`src/rtl/hc4511.sv`:
```
`timescale 1ns/1ps
`default_nettype none
// +--------------------------------------------------------------------------+
// | hc4511 : CD4511-style BCD-to-seven-segment decoder/latch with lamp test, |
// |          blanking and latch enable. Define HC4511_HEX_EN for hex glyphs. |
// | Revision: 1.0                                                            |
// +--------------------------------------------------------------------------+
module hc4511 (
   input  logic       Clk,
   input  logic       Rst,
   input  logic [3:0] A,
   input  logic       LT_N,
   input  logic       BI_N,
   input  logic       LE,
   output logic [7:0] Seg
);

   logic [3:0] code_q;
   logic [3:0] w_code;
   logic [6:0] w_glyph;

   always_ff @(posedge Clk or posedge Rst) begin
      if (Rst) begin
         code_q <= 4'd0;
      end else if (!LE) begin
         code_q <= A;
      end
   end

   // Transparent while LE is low, so the scanner's digit shows without lag.
   assign w_code = LE ? code_q : A;

   always_comb begin
      w_glyph = 7'h00;
      case (w_code)
         4'd0:    w_glyph = 7'h3F;
         4'd1:    w_glyph = 7'h06;
         4'd2:    w_glyph = 7'h5B;
         4'd3:    w_glyph = 7'h4F;
         4'd4:    w_glyph = 7'h66;
         4'd5:    w_glyph = 7'h6D;
         4'd6:    w_glyph = 7'h7D;
         4'd7:    w_glyph = 7'h07;
         4'd8:    w_glyph = 7'h7F;
         4'd9:    w_glyph = 7'h6F;
`ifdef HC4511_HEX_EN
         4'd10:   w_glyph = 7'h77;
         4'd11:   w_glyph = 7'h7C;
         4'd12:   w_glyph = 7'h39;
         4'd13:   w_glyph = 7'h5E;
         4'd14:   w_glyph = 7'h79;
         4'd15:   w_glyph = 7'h71;
`else
         default: w_glyph = 7'h00;
`endif
      endcase
   end

   always_comb begin
      Seg = {1'b0, w_glyph};
      if (Rst) begin
         Seg = 8'h00;
      end else if (!LT_N) begin
         Seg = 8'hFF;
      end else if (!BI_N) begin
         Seg = 8'h00;
      end
   end

endmodule
`default_nettype wire

```
`config.mk`:
```
export PLATFORM = sky130hd
export DESIGN_NAME = hc4511
export DESIGN_NICKNAME = d
export VERILOG_FILES = /design/src/rtl/hc4511.sv
export SDC_FILE = /design/constraint.sdc
export NUM_CORES = 1
export LEC_CHECK = 0
export ABC_AREA = 1
export ABC_CLOCK_PERIOD_IN_PS = 2000
export CAP_MARGIN = 40
export CORE_UTILIZATION = 38
export DETAILED_ROUTE_END_ITERATION = 10
export GPL_TIMING_DRIVEN = 0
export PLACE_DENSITY = 0.7
export SETUP_SLACK_MARGIN = 0.02
export SLEW_MARGIN = 20
export SYNTH_ARGS = -nofsm -noshare
export SYNTH_HDL_FRONTEND = slang
export SYNTH_SLANG_ARGS = --single-unit
```
`constraint.sdc`:
```
create_clock -name Clk -period 2 [get_ports Clk]
set_input_delay 0.4 -clock Clk [delete_from_list [all_inputs] [get_ports Clk]]
set_output_delay 0.4 -clock Clk [all_outputs]
set_load 0.03 [all_outputs]
```
==> flow_summary.json <==
{
  "outcome": "complete, no violations",
  "ant_nets": 0,
  "fin_cells": 110,
  "maxSlewHeadroom_pct": 79.6,
  "grt_max_degree": 9,
  "crit_chain": "dlygate4sd2_1 -> inv_1 -> nand2_2 -> nand2_4 -> ha_4 -> nand3_2 -> a21oi_2 -> nand2_1 -> nand2_1 -> buf_6",
  "clk_path_buf_depth": 2,
  "syn_area_um2": 512,
  "drv_cap": 0,
  "top_regs": "code_q (4)",
  "timing.fmax_ghz": 0.505,
  "vdd_drop_max_mv": 0.557,
  "clk_pin_slew_ns": 0.04,
  "wirelength_um": 1370,
  "critPathSlowestCell": "dlygate4sd2_1",
  "rr_startpoint": "code_q[0]$_DFF_PP0_",
  "seq_area_frac_synth_pct": 19.6,
  "synth.distinct_cells": 13,
  "area_growth_pct": 71.4,
  "numCtsBuffers": 3,
  "drtIter0Drc": 18,
  "syn_inst": 74,
  "layout_min_cycle_time_ns": 1.98,
  "fp.dieArea_um2": 1500,
  "final_max_slew_viol_count": 0,
  "largest_reg_flops": 4,
  "timing.critical_path.buf_inv": 3,
  "core_area_um2": 1170,
  "dp.cells": 103,
  "ff2ff_path_depth": 4,
  "dpl.hpwl_um": 930,
  "worstSetupEndpointType": "output pin",
  "cp-start-kind": "primary input",
  "ios": 17,
  "finalHoldViolations": 0,
  "timing.rr.end": "code_q[0]$_DFF_PP0_",
  "synth_warnings": 0,
  "ys_ff_latch": 4,
  "fin_util_pct": 74.9,
  "row_count": 12,
  "tightest_slew_ns": 0.308,
  "crit_family": "buffers and inverters",
  "first_pass_iters": 4,
  "vias_per_cell": 4.97,
  "die_h_um": 38.7,
  "portBuffers": 15,
  "grt_pass1_wl_um": 2140,
  "cts_tree": "yes",
  "fillers": 86,
  "use_met1_pct": 25.7,
  "p_leak_nw": 0.443,
  "grtUsageMet2_pct": 34.6,
  "clk_latency_ns": 0.23,
  "nNetsFinal": 112,
  "period_share_pct": 99.0,
  "antenna_found_initial": 0,
  "finish.instance_area_um2": 877,
  "cp.arrival_ns": 1.58,
  "fin_skew_ns": 0,
  "grt_busiest_layer": "met2",
  "n_antenna_cell": 0,
  "cts.sinks": 4,
  "track_usage_pct": 20.9,
  "avgRoutedWirePerCell_um": 12.4,
  "final_cell_mix": "nand2_1 (13), nand2_2 (12), buf_6 (9), nand3_2 (9)",
  "hold_class": "in -> async",
  "largest_register": "code_q",
  "syn_avg_cell_area_um2": 6.92,
  "cts_root_buf": "clkbuf_4",
  "p_total_w": 0.000431,
  "first_global_vias": 510,
  "synth_nets": 88,
  "post_dp_cell_area_um2": 679,
  "grt_setup_unrepaired": "true",
  "crit_path_max_fanout": 4,
  "reg2reg_slack_ns": 1.20,
  "initial_core_util_pct": 43.7,
  "vias": 547,
  "cpMostUsedCell": "nand2_1",
  "htree_levels": 1,
  "layout-drive-gt1-share_pct": 60.4,
  "gp_congestion": 0.823,
  "die_x_um": 38.7,
  "grt_use_met3_pct": 5.20,
  "final_common_cell": "nand2_1",
  "setup_viol": 0,
  "critPathRequiredTime_ns": 1.60,
  "grt_overflow": 0,
  "drc_errors": 0,
  "power_density_nw_per_um2": 491,
  "critPathKind": "in -> out",
  "critPathMaxStageDelay_ns": 0.24,
  "setup_tns_ns": 0
}
==> layer usage <==
layer | up-vias | share of wire (%)
met5 | - | 0
met4 | 0 | 1.0
met3 | 2 | 2.6
met2 | 10 | 53
met1 | 262 | 44
li1 | 273 | -
==> cell families (layout without fill, tap and decap cells) <==
logic type | count (synthesis) | in the layout | synth area share, %
DFF | 4 | 4 | 19.6
adders and majority gates | 5 | 5 | 12.2
AOI/OAI and AO/OA | 2 | 2 | 2.69
buffers and inverters | 15 | 37 | 14.4
and+or+nand+nor | 48 | 48 | 51.1
==> worst max path at each step <==
stage,from,endpoint,slack [ns],cells after the start
after detailed placement,A[0],Seg[6],-0.85,10
after CTS,code_q[0]$_DFF_PP0_,Seg[6],0.0002,11
after global routing,code_q[0]$_DFF_PP0_,Seg[0],-0.05,11
after global placement,A[0],Seg[6],-0.82,10
after floorplan,LE,Seg[6],0.09,9
final,A[1],Seg[4],0.02,10
==> Yosys cell counts <==
cell / count / area [µm²]
nand2_2: 7 / 43.8
nor2_1: 1 / 3.75
inv_8: 1 / 11.3
dfrtp_1: 4 / 100
nand2_4: 6 / 67.6
ha_1: 5 / 62.6
buf_6: 1 / 11.3
a21oi_1: 1 / 5.00
nand2_1: 19 / 71.3
o21ai_2: 1 / 8.76
nand3_1: 15 / 75.1
inv_4: 1 / 6.26
inv_1: 12 / 45.0
==> through the flow <==
step	hold slack [ns]	worst slack [ns]
3_5_place_dp	0.533	-0.851
6_report	0.491	0.0196
2_1_floorplan	0.174	0.0908
3_3_place_gp	0.531	-0.819
5_1_grt	0.495	-0.0518
4_1_cts	0.398	0.000214
==> tightest hold or removal path, cell delays in order <==
cell and delay (ns):
clkdlybuf4s50_1 0.45, inv_2 0.07, buf_4 0.13
==> what timing repair did <==
action / in CTS / in global routing
resized for setup: 54 / 39
cloned: 0 / 0
pin swaps: 4 / 8
setup endpoints to repair: 8 / 7
setup buffers: 3 / 1
hold buffers: 0 / 0
==> final cells by class <==
type / count / area [µm²] / area share (%)
multi-input combinational: 55 / 477 / 54.4
clock buffer: 3 / 22.5 / 2.57
timing repair buffer: 19 / 184 / 21.0
inverter: 14 / 65.1 / 7.42
buffer: 1 / 11.3 / 1.28
sequential: 4 / 100 / 11.4
tap: 14 / 17.5 / 2.00
==> power breakdown <==
group | internal (W) | switching [W] | leakage, nW
clock | 0.0000671 | 0.0000323 | 0.0138
combinational | 0.0000964 | 0.000143 | 0.381
sequential | 0.0000885 | 0.00000317 | 0.0476
total | 0.000252 | 0.000179 | 0.443
Note: power is estimated with default switching activity, not from simulation.
